### src/rtl/midi_msg_decoder.sv
// MIDI channel-message decoder: tracks running status, forwards data bytes
// with a 2-cycle byteready window and classifies them (first data byte,
// velocity/second data byte, SysEx payload). A 1-deep skid register holds
// a byte that arrives while a window is still open.
module midi_msg_decoder #(
  parameter bit         OMNI    = 1'b1,
  parameter logic [3:0] CHANNEL = 4'd0
) (
  input  logic       CLOCK_50,
  input  logic       reset_reg,
  input  logic       rx_valid,
  input  logic [7:0] rx_byte,
  output logic       byteready,
  output logic [7:0] databyte,
  output logic       is_data_byte,
  output logic       is_velocity,
  output logic       is_st_note_on,
  output logic       is_st_note_off,
  output logic       is_st_ctrl,
  output logic       is_st_sysex,
  output logic       msg_done
);

  typedef enum logic [1:0] {StIdle, StData1, StData2, StSysex} state_e;

  state_e      state_q, state_d;
  logic [7:0]  run_status_q, run_status_d;
  logic [1:0]  br_cnt_q, br_cnt_d;
  logic        skid_valid_q, skid_valid_d;
  logic [7:0]  skid_byte_q, skid_byte_d;
  logic [7:0]  databyte_q;
  logic        is_data_q, is_vel_q, msg_done_q;

  logic        busy;
  logic        rx_take;
  logic        proc_valid;
  logic [7:0]  proc_byte;
  logic        ch_ok;
  logic        two_byte_msg;
  logic        fwd, fwd_is_data, fwd_is_vel, fwd_done;

  assign busy    = (br_cnt_q != 2'd0);
  // Real-time bytes never enter the pipeline, not even the skid register.
  assign rx_take = rx_valid && (rx_byte[7:3] != 5'b11111);

  // Select which byte is decoded this cycle and manage the skid register.
  always_comb begin
    proc_valid   = 1'b0;
    proc_byte    = rx_byte;
    skid_valid_d = skid_valid_q;
    skid_byte_d  = skid_byte_q;
    if (!busy) begin
      if (skid_valid_q) begin
        // Held byte goes first; a byte arriving now takes its place.
        proc_valid   = 1'b1;
        proc_byte    = skid_byte_q;
        skid_valid_d = rx_take;
        if (rx_take) skid_byte_d = rx_byte;
      end else if (rx_take) begin
        proc_valid = 1'b1;
      end
    end else if (rx_take && !skid_valid_q) begin
      skid_valid_d = 1'b1;
      skid_byte_d  = rx_byte;
    end
  end

  assign ch_ok        = OMNI || (proc_byte[3:0] == CHANNEL);
  // Cx (program change) and Dx (channel pressure) carry a single data byte.
  assign two_byte_msg = (run_status_q[7:5] != 3'b110);

  // State register.
  always_ff @(posedge CLOCK_50 or posedge reset_reg) begin
    if (reset_reg) state_q <= StIdle;
    else           state_q <= state_d;
  end

  // Next-state logic.
  always_comb begin
    state_d = state_q;
    if (proc_valid) begin
      if (proc_byte[7]) begin
        if (proc_byte[7:4] != 4'hF) state_d = ch_ok ? StData1 : StIdle;
        else if (proc_byte == 8'hF0) state_d = StSysex;
        else                         state_d = StIdle;
      end else begin
        unique case (state_q)
          StIdle:  state_d = StIdle;
          StData1: state_d = two_byte_msg ? StData2 : StData1;
          StData2: state_d = StData1;
          StSysex: state_d = StSysex;
          default: state_d = StIdle;
        endcase
      end
    end
  end

  // Output decode: running-status update and forwarding decisions.
  always_comb begin
    run_status_d = run_status_q;
    fwd          = 1'b0;
    fwd_is_data  = 1'b0;
    fwd_is_vel   = 1'b0;
    fwd_done     = 1'b0;
    if (proc_valid) begin
      if (proc_byte[7]) begin
        run_status_d = ((proc_byte[7:4] != 4'hF) && ch_ok) ? proc_byte : 8'h00;
      end else begin
        unique case (state_q)
          StIdle: ;
          StData1: begin
            fwd         = 1'b1;
            fwd_is_data = 1'b1;
            fwd_done    = !two_byte_msg;
          end
          StData2: begin
            fwd        = 1'b1;
            fwd_is_vel = 1'b1;
            fwd_done   = 1'b1;
          end
          StSysex: fwd = 1'b1;
          default: ;
        endcase
      end
    end
  end

  // A forward opens a 2-cycle window; otherwise the window counts down.
  always_comb begin
    br_cnt_d = busy ? br_cnt_q - 2'd1 : 2'd0;
    if (fwd) br_cnt_d = 2'd2;
  end

  // Datapath and output registers.
  always_ff @(posedge CLOCK_50 or posedge reset_reg) begin
    if (reset_reg) begin
      run_status_q <= 8'h00;
      br_cnt_q     <= 2'd0;
      skid_valid_q <= 1'b0;
      skid_byte_q  <= 8'h00;
      databyte_q   <= 8'h00;
      is_data_q    <= 1'b0;
      is_vel_q     <= 1'b0;
      msg_done_q   <= 1'b0;
    end else begin
      run_status_q <= run_status_d;
      br_cnt_q     <= br_cnt_d;
      skid_valid_q <= skid_valid_d;
      skid_byte_q  <= skid_byte_d;
      msg_done_q   <= fwd_done;
      if (fwd) begin
        databyte_q <= proc_byte;
        is_data_q  <= fwd_is_data;
        is_vel_q   <= fwd_is_vel;
      end
    end
  end

  logic in_msg;
  assign in_msg = (state_q == StData1) || (state_q == StData2);

  assign byteready      = busy;
  assign databyte       = databyte_q;
  assign is_data_byte   = is_data_q;
  assign is_velocity    = is_vel_q;
  assign msg_done       = msg_done_q;
  assign is_st_note_on  = in_msg && (run_status_q[7:4] == 4'h9);
  assign is_st_note_off = in_msg && (run_status_q[7:4] == 4'h8);
  assign is_st_ctrl     = in_msg && (run_status_q[7:4] == 4'hB);
  assign is_st_sysex    = (state_q == StSysex);

endmodule

### config.mk
export PLATFORM = sky130hd
export DESIGN_NAME = midi_msg_decoder
export DESIGN_NICKNAME = d
export VERILOG_FILES = /design/src/rtl/midi_msg_decoder.sv
export SDC_FILE = /design/constraint.sdc
export NUM_CORES = 1
export LEC_CHECK = 0
export ABC_AREA = 1
export CORE_AREA = 5 5 68 70
export DETAILED_ROUTE_END_ITERATION = 10
export DIE_AREA = 0 0 73 75
export PLACE_DENSITY_LB_ADDON = 0.25
export SYNTH_ARGS = -nofsm -noshare
export SYNTH_HDL_FRONTEND = slang
export SYNTH_SLANG_ARGS = --single-unit
### constraint.sdc
create_clock -name CLOCK_50 -period 2.5 [get_ports CLOCK_50]
set_clock_uncertainty 0.2 [all_clocks]
set_input_delay 0.75 -clock CLOCK_50 [delete_from_list [all_inputs] [get_ports CLOCK_50]]
set_output_delay 0.75 -clock CLOCK_50 [all_outputs]
set_load 0.02 [all_outputs]
==> flow_metrics.py, run 1 <==
metrics = {
    "timing": {
        "fmax_mhz": 414,
        "worstMarginPinSlew_ps": 439,
        "slew_violations": 0,
        "setup_viol": 0,
        "period_share_pct": 96.6,
        "fin_ws_ps": 84.6,
        "final-hold-violation-count": 0,
        "slew_headroom_pct": 70.7,
        "rsz0062_at_grt": "no",
        "min_period_ps": 2420,
        "tns_ps": 0,
    },
    "die": {
        "chipHeight_um": 75,
        "dieArea_um2": 5480,
        "initial_core_util_pct": 38.9,
        "io_pins": 27,
        "die_w_um": 73,
        "rows": 23,
        "core_region_area_um2": 3910,
    },
    "placed_design": {
        "gp_congestion": 0.816,
        "io_buffers": 26,
        "dpl.hpwl_mm": 2.44,
        "dp_slack_ps": -116,
        "placed_area_um2": 1880,
    },
    "worst_setup_path": {
        "reg2reg_to": "databyte[6]",
        "critical_path_class": "reg2out",
        "slowest_delay_ps": 610,
        "critical_path_buf_inv_count": 2,
        "crit_path_end_kind": "output port",
        "worstPathMaxFanout": 3,
        "r2r_start": "br_cnt_q[1]",
        "cp_slowest_cell": "clkdlybuf4s50_1",
        "r2r_cells": 9,
        "start_kind": "flop",
        "arrival_ps": 1470,
        "r2r_slack_ps": 670,
        "crit_chain": "nor2_4, inv_1, clkdlybuf4s50_1",
        "crit_required_ps": 1550,
        "cp_top_family": "buffers and inverters",
    },
    "routing": {
        "dr.pass1.iters": 4,
        "viasPerCell": 4.53,
        "first_iter_violations": 56,
        "route.vias.total": 1222,
        "wl_mm": 3.15,
        "wl_per_cell_um": 11.7,
        "drc": 0,
        "ant_nets": 0,
    },
    "final_layout": {
        "area_delta_synth_final_pct": 28.8,
        "drive_gt1_share_pct": 19.5,
        "antenna-diode-count": 0,
        "fillers": 411,
        "fin_area_um2": 1960,
        "final_nets": 236,
    },
    "power": {
        "powerDensity_nw_per_um2": 1260,
        "p_leak_uw": 0.000992,
        "ir_drop_mv": 0.418,
    },
    "min_path": {
        "hold_class": "reg2reg",
        "min_path_cells": 2,
        "holdPathEnd": "skid_byte_q[4]",
        "min_from": "skid_byte_q[4]",
    },
    "yosys": {
        "ys_types": 21,
        "syn_area_per_cell_um2": 8.28,
        "synthesis.area_um2": 1520,
        "ys_seq_area_share_pct": 46.0,
        "yosys_warnings": 0,
        "synth_cells": 184,
        "synth_fp_nets": 199,
        "yosys_register_bits": 28,
    },
    "grt": {
        "antenna_found_initial": 0,
        "grt_pass1_vias": 1200,
        "grt_max_degree": 29,
        "grt_first_pass_wirelength_mm": 5.60,
        "grt-ovfl-total": 0,
        "grt_usage_pct": 12.8,
    },
    "clocking": {
        "cts_tree": "built",
        "numCtsBuffers": 3,
        "cts_buffer_depth": 2,
        "cts_root_buf": "clkbuf_8",
        "htree_levels": 1,
        "post_cts_buffers": 0,
        "clock_latency_ps": 270,
        "clk_pin_slew_worst_paths_ps": 100,
        "clock_sinks": 28,
    },
    "outcome": {
        "outcome": "completed",
    },
    "job": {
        "drv_cap": 0,
    },
}
## worst max path at each step
stage / from / end / slack (ps) / cells after the start
finish: br_cnt_q[1] / byteready / 80 / 3
global route: state_q[0] / is_st_note_off / 10 / 5
CTS: state_q[0] / is_st_note_on / 30 / 5
detailed placement: state_q[0] / is_st_note_on / -120 / 5
global placement: state_q[0] / is_st_ctrl / -60 / 5
floorplan: state_q[0] / is_st_ctrl / 70 / 4
## kinds of logic after synthesis
| logic type | after synthesis | synth area share (%) |
|---|---|---|
| DFF | 28 | 46.0 |
| and+or+nand+nor | 116 | 38.1 |
| buffers and inverters | 23 | 7.15 |
| adders and majority gates | 4 | 3.29 |
| AOI/OAI and AO/OA | 13 | 5.42 |
## placed cells by master (no fill, tap or decap)
cell and count:
o21ai_1 3, nand2_4 5, inv_1 15, dlygate4sd2_1 1
clkdlybuf4s50_1 22, nand2_1 65, nand3_2 1, nor4_2 3
nand2_2 5, a21oi_1 5, inv_2 4, nand3_1 21
dfrtp_1 28, nand3_4 1, bufinv_16 1, clkbuf_8 3
nor2_1 10, clkinv_1 1, o21a_1 1, ha_1 4
nor2_4 3, buf_4 12, nand4_1 1, o21ai_2 4
nor2_8 1
## synthesized netlist by cell type
| library cell | n | area share (%) |
|---|---|---|
| nand4_1 | 1 | 0.41 |
| nor4_1 | 3 | 1.2 |
| nand3_4 | 1 | 1.2 |
| nand3_1 | 21 | 6.9 |
| nand2_2 | 5 | 2.1 |
| inv_2 | 3 | 0.74 |
| clkinv_1 | 1 | 0.25 |
| o21ai_2 | 4 | 2.3 |
| o21ai_1 | 3 | 0.99 |
| nor2_4 | 3 | 2.2 |
| buf_6 | 3 | 2.2 |
| nand2_4 | 5 | 3.7 |
| nand3_2 | 1 | 0.66 |
| inv_1 | 16 | 3.9 |
| a21oi_1 | 5 | 1.6 |
| dfrtp_1 | 28 | 46 |
| nor2_8 | 1 | 1.3 |
| o21a_1 | 1 | 0.49 |
| nand2_1 | 65 | 16 |
| nor2_1 | 10 | 2.5 |
| ha_1 | 4 | 3.3 |
## cell type report
cell class	instances	area [um^2]	area share, %
tap	50	62.6	3.19
sequential	28	701	35.7
clock inverter	1	30.0	1.53
inverter	20	75.1	3.83
timing repair buffer	35	319	16.3
multi-input combinational	133	732	37.3
clock buffer	3	41.3	2.11
## state kept, by name, indices dropped and copies added, names as in the netlist
register,flops
databyte,8
skid_valid_q,1
is_data_byte,1
msg_done,1
skid_byte_q,8
is_velocity,1
run_status_q,4
br_cnt_q,2
state_q,2
## routing by layer
layer  wire (um)  vias to the layer above  share of wire, %  track usage [%]
li1            -                      651                 -                -
met4          19                        0              0.60             4.30
met2        1470                       26                47             20.8
met5           0                        -                 0                0
met1        1530                      543                48             17.8
met3         135                        2               4.3             1.60
## metrics by stage
| step | utilization [%] | hold WS [ps] | total power, uW | instances |
|---|---|---|---|---|
| 2_1_floorplan | - | 243 | 1700 | 184 |
| 3_3_place_gp | 48.0 | 255 | 2090 | 266 |
| 3_5_place_dp | 48.0 | 261 | 2120 | 266 |
| 4_1_cts | 49.4 | 285 | 2460 | 270 |
| 5_1_grt | 50.1 | 304 | 2680 | 270 |
| 6_report | 50.1 | 283 | 2470 | 270 |
## tightest hold or removal path, stage by stage (launching register included)
cell and delay, ps:
dfrtp_1 360, nand2_1 50, nand2_1 40
## power breakdown
group | internal, uW | leakage (uW) | switching, uW
logic | 511 | 0.000603 | 795
clock network | 214 | 0.0000357 | 145
registers | 648 | 0.000353 | 153
## what timing repair did
action | CTS | global route
pin swaps | 0 | 2
endpoints found under the setup margin | 4 | 3
gates resized for setup | 16 | 7
hold buffers | 0 | 0
Note: power is estimated with default switching activity, not from simulation.
==> run 2, diff against run 1 <==
--- a/config.mk
+++ b/config.mk
@@ -9,6 +9,7 @@
 export CORE_AREA = 5 5 68 70
 export DETAILED_ROUTE_END_ITERATION = 10
 export DIE_AREA = 0 0 73 75
+export GPL_TIMING_DRIVEN = 0
 export PLACE_DENSITY_LB_ADDON = 0.25
 export SYNTH_ARGS = -nofsm -noshare
 export SYNTH_HDL_FRONTEND = slang
==> flow_metrics.py, run 2 (synthesis results as in run 1) <==
metrics = {
    "outcome": {
        "outcome": "completed",
    },
    "worst_setup_path": {
        "worstPathMaxFanout": 4,
        "r2r_slack_ps": 800,
        "critical_path_class": "reg2out",
        "crit_path_end_kind": "output port",
        "crit_chain": "inv_2, ha_4, inv_2, nor4_2, buf_2",
        "r2r_cells": 9,
        "slowest_delay_ps": 400,
        "cp_slowest_cell": "dfrtp_1",
        "r2r_start": "br_cnt_q[1]",
        "arrival_ps": 1510,
        "cp_top_family": "flip-flops",
        "reg2reg_to": "is_data_byte",
        "crit_required_ps": 1550,
        "start_kind": "flop",
        "worst_path_most_repeated_cell": "inv_2",
        "critical_path_buf_inv_count": 3,
    },
    "die": {
        "die_w_um": 73,
        "chipHeight_um": 75,
        "dieArea_um2": 5480,
        "rows": 23,
        "core_region_area_um2": 3910,
        "initial_core_util_pct": 38.9,
        "io_pins": 27,
    },
    "power": {
        "switching_share_pct": 44.1,
        "ir_drop_mv": 0.420,
        "power_uw": 2500,
        "power.net_switching_uw": 1100,
        "seqPwrFrac_pct": 31.5,
        "pwr-share-clk_pct": 14.3,
        "powerDensity_nw_per_um2": 1280,
        "internal-power_uw": 1400,
        "combPwrFrac_pct": 54.2,
        "p_leak_uw": 0.000983,
    },
    "final_layout": {
        "final_util_pct": 50.0,
        "antenna-diode-count": 0,
        "final_nets": 233,
        "drive_gt1_share_pct": 19.4,
        "layout_commonest_cell": "nand2_1",
        "fin_cells": 267,
        "area_delta_synth_final_pct": 28.4,
        "mostFrequentLayoutCells": "nand2_1 (65), dfrtp_1 (28), nand3_1 (21), clkdlybuf4s50_1 (21), inv_1 (14)",
    },
    "min_path": {
        "min_from": "databyte[0]",
        "min_path_cells": 2,
        "holdPathEnd": "databyte[0]",
        "hold_class": "reg2reg",
    },
    "clocking": {
        "cts_hold_buffers": 0,
        "cts_tree": "built",
        "clk_pin_slew_worst_paths_ps": 100,
        "clock_latency_ps": 270,
        "cts_buffer_depth": 2,
        "clock_sinks": 28,
        "cts_root_buf": "clkbuf_8",
        "htree_levels": 1,
        "numCtsBuffers": 3,
    },
    "timing": {
        "fmax_mhz": 407,
        "slew_headroom_pct": 30.4,
        "setup_viol": 0,
        "final-hold-violation-count": 0,
        "min_period_ps": 2460,
        "slew_violations": 0,
        "holdWs_ps": 281,
        "period_share_pct": 98.3,
        "worstMarginPinSlew_ps": 1040,
    },
    "routing": {
        "ant_nets": 0,
        "first_iter_violations": 67,
        "route.vias.total": 1254,
        "wl_per_cell_um": 11.6,
        "wl_mm": 3.11,
        "dr.pass1.iters": 4,
        "drc": 0,
        "viasPerCell": 4.70,
    },
    "grt": {
        "grt_first_pass_wirelength_mm": 5.02,
        "grt-ovfl-total": 0,
        "grt_max_degree": 29,
        "antenna_found_initial": 0,
        "grt_usage_pct": 11.7,
        "grt_pass1_vias": 1117,
    },
    "placed_design": {
        "gp_congestion": 0.790,
        "io_buffers": 26,
        "placed_cells": 260,
        "dpl.hpwl_mm": 2.34,
    },
    "job": {
        "drv_cap": 0,
    },
}
run 2: changes by cell type in the layout (fill, tap and decap cells not counted):
| cell | previous run | this run |
|---|---|---|
| dlygate4sd2_1 | 1 | 2 |
| ha_4 | 0 | 1 |
| buf_2 | 0 | 2 |
| inv_1 | 15 | 14 |
| ha_1 | 4 | 3 |
| buf_4 | 12 | 4 |
| clkdlybuf4s50_1 | 22 | 21 |
| buf_6 | 0 | 3 |
| inv_2 | 4 | 5 |
run 2: worst min-delay path, delay by kind of cell (launching register included):
kind             cells  cell delay, ps
AND/OR/NAND/NOR      2              90
flip-flops           1             360
run 2: worst max-delay path by stage:
| stage | startpoint | endpoint | slack (ps) | cells after the start |
|---|---|---|---|---|
| 3_5_place_dp | state_q[0] | is_st_ctrl | -170 | 5 |
| 6_report | state_q[1] | is_st_ctrl | 40 | 5 |
| 2_1_floorplan | state_q[0] | is_st_ctrl | 70 | 4 |
| 3_3_place_gp | state_q[0] | is_st_ctrl | -170 | 5 |
| 5_1_grt | state_q[1] | is_st_ctrl | -60 | 5 |
| 4_1_cts | state_q[1] | is_st_ctrl | 10 | 5 |
run 2: routing by layer:
metal / vias up / GRT usage [%] / wire length (um)
met5: - / 0 / 0
met3: 4 / 2.00 / 136
li1: 645 / - / -
met4: 0 / 3.69 / 27
met2: 24 / 19.0 / 1510
met1: 581 / 16.1 / 1430
run 2: final cells by class:
type / count / area (um^2)
tap: 50 / 62.6
clock inverter: 1 / 30.0
buffer: 3 / 33.8
clock buffer: 3 / 41.3
inverter: 20 / 75.1
sequential: 28 / 701
timing repair buffer: 29 / 268
multi-input combinational: 133 / 744
fill: 411 / 1960
run 2: power groups by stage:
stage,clock [uW],combinational (uW),sequential (uW)
floorplan,0,843,853
global placement,0,1270,795
detailed placement,0,1290,798
CTS,369,1300,781
global route,386,1500,809
finish,357,1360,786
run 2: repair_timing:
item,CTS,global route
resized for setup,17,7
endpoints found under the setup margin,4,3
pin swaps,0,2
gates cloned,0,0
buffers inserted,2,1
run 2: per-stage QoR:
stage | area (um^2) | setup slack, ps | TNS [ps]
final | 1960 | 42.2 | 0
after global routing | 1960 | -55.9 | -58.5
after CTS | 1910 | 10.9 | 0
after detailed placement | 1850 | -171 | -480
after global placement | 1850 | -168 | -421
after floorplan | 1520 | 72.6 | 0
==> run 3, diff against run 2 <==
--- a/config.mk
+++ b/config.mk
@@ -11,6 +11,7 @@
 export DIE_AREA = 0 0 73 75
 export GPL_TIMING_DRIVEN = 0
 export PLACE_DENSITY_LB_ADDON = 0.25
+export SLEW_MARGIN = 10
 export SYNTH_ARGS = -nofsm -noshare
 export SYNTH_HDL_FRONTEND = slang
 export SYNTH_SLANG_ARGS = --single-unit
==> flow_metrics.py, run 3 (synthesis results as in run 1) <==
metrics = {
    "outcome": {
        "outcome": "completed",
    },
    "power": {
        "powerDensity_nw_per_um2": 1280,
        "internal-power_uw": 1400,
        "power_uw": 2500,
        "seqPwrFrac_pct": 31.5,
        "switching_share_pct": 44.1,
        "power.net_switching_uw": 1100,
        "pwr-share-clk_pct": 14.3,
        "ir_drop_mv": 0.420,
        "p_leak_uw": 0.000979,
        "combPwrFrac_pct": 54.2,
    },
    "clocking": {
        "cts_buffer_depth": 2,
        "cts_tree": "built",
        "clock_latency_ps": 270,
        "htree_levels": 1,
        "clk_pin_slew_worst_paths_ps": 100,
        "numCtsBuffers": 3,
        "cts_hold_buffers": 0,
        "clock_sinks": 28,
        "cts_root_buf": "clkbuf_8",
    },
    "timing": {
        "slew_headroom_pct": 34.1,
        "setup_viol": 0,
        "period_share_pct": 98.3,
        "min_period_ps": 2460,
        "fmax_mhz": 407,
        "worstMarginPinSlew_ps": 983,
        "final-hold-violation-count": 0,
        "slew_violations": 0,
    },
    "die": {
        "initial_core_util_pct": 38.9,
        "rows": 23,
        "core_region_area_um2": 3910,
        "dieArea_um2": 5480,
        "die_w_um": 73,
        "chipHeight_um": 75,
        "io_pins": 27,
    },
    "placed_design": {
        "gp_congestion": 0.790,
        "placed_cells": 260,
        "dpl.hpwl_mm": 2.34,
        "io_buffers": 26,
    },
    "min_path": {
        "hold_class": "reg2reg",
        "holdPathEnd": "databyte[0]",
        "min_path_cells": 2,
        "min_from": "databyte[0]",
    },
    "routing": {
        "dr.pass1.iters": 4,
        "drc": 0,
        "wl_per_cell_um": 11.6,
        "first_iter_violations": 69,
        "wl_mm": 3.11,
        "route.vias.total": 1254,
        "viasPerCell": 4.70,
        "ant_nets": 0,
    },
    "worst_setup_path": {
        "reg2reg_to": "is_data_byte",
        "r2r_cells": 9,
        "start_kind": "flop",
        "r2r_start": "br_cnt_q[1]",
        "critical_path_class": "reg2out",
        "r2r_slack_ps": 800,
        "crit_path_end_kind": "output port",
        "arrival_ps": 1510,
        "crit_required_ps": 1550,
        "worstPathMaxFanout": 4,
    },
    "grt": {
        "grt_max_degree": 29,
        "grt_usage_pct": 11.7,
        "antenna_found_initial": 0,
        "grt-ovfl-total": 0,
        "grt_pass1_vias": 1117,
        "grt_first_pass_wirelength_mm": 5.02,
    },
    "final_layout": {
        "mostFrequentLayoutCells": "nand2_1 (65), dfrtp_1 (28), nand3_1 (21), clkdlybuf4s50_1 (21), inv_1 (13)",
        "final_nets": 233,
        "fin_cells": 267,
        "area_delta_synth_final_pct": 28.4,
        "layout_commonest_cell": "nand2_1",
        "antenna-diode-count": 0,
        "drive_gt1_share_pct": 19.4,
    },
    "job": {
        "drv_cap": 0,
    },
}
-- run 3: cell types whose count changed in the layout (fill, tap and decap cells not counted) --
cell | previous run | this run
inv_1 | 14 | 13
clkinv_1 | 1 | 2
-- run 3: area by class of cell --
cell class                 instances  area [um^2]
fill                             411         1960
multi-input combinational        133          744
sequential                        28          701
timing repair buffer              29          268
inverter                          20         75.1
tap                               50         62.6
clock buffer                       3         41.3
buffer                             3         33.8
clock inverter                     1         30.0
-- run 3: per-layer routing --
layer	vias up	share of wire (%)	GRT usage, %	routed length, um
li1	645	-	-	-
met1	581	46	16.1	1430
met2	24	49	19.0	1510
met3	4	4.4	2.00	136
met4	0	0.87	3.69	27
met5	-	0	0	0
-- run 3: critical path, cell delays in order (launching register included) --
cell and delay, ps:
dfrtp_1 400, inv_2 70, ha_4 260, inv_2 50, nor4_2 260, buf_2 200
-- run 3: power groups by stage --
stage	clock, uW	combinational, uW	sequential [uW]
6_report	357	1360	786
5_1_grt	386	1500	809
4_1_cts	369	1300	781
3_5_place_dp	0	1290	798
3_3_place_gp	0	1270	795
2_1_floorplan	0	843	853
-- run 3: worst max path at each step --
stage	from	endpoint	slack [ps]	cells past startpoint
2_1_floorplan	state_q[0]	is_st_ctrl	70	4
3_3_place_gp	state_q[0]	is_st_ctrl	-170	5
3_5_place_dp	state_q[0]	is_st_ctrl	-170	5
4_1_cts	state_q[1]	is_st_ctrl	10	5
5_1_grt	state_q[1]	is_st_ctrl	-60	5
6_report	state_q[1]	is_st_ctrl	40	5
-- run 3: timing repair --
action / 4_1_cts / 5_1_grt
resized for setup: 17 / 7
pin swaps: 0 / 2
endpoints found under the setup margin: 4 / 3
cloned: 0 / 0
setup buffers: 2 / 1
-- run 3: stage by stage --
stage	hold slack [ps]	area [um^2]	util, %	setup slack, ps	setup TNS, ps
3_3_place_gp	255	1850	47.2	-168	-421
5_1_grt	311	1960	50.0	-55.9	-58.5
2_1_floorplan	243	1520	-	72.6	0
4_1_cts	285	1910	48.9	10.9	0
3_5_place_dp	260	1850	47.2	-171	-480
6_report	281	1960	50.0	42.2	0
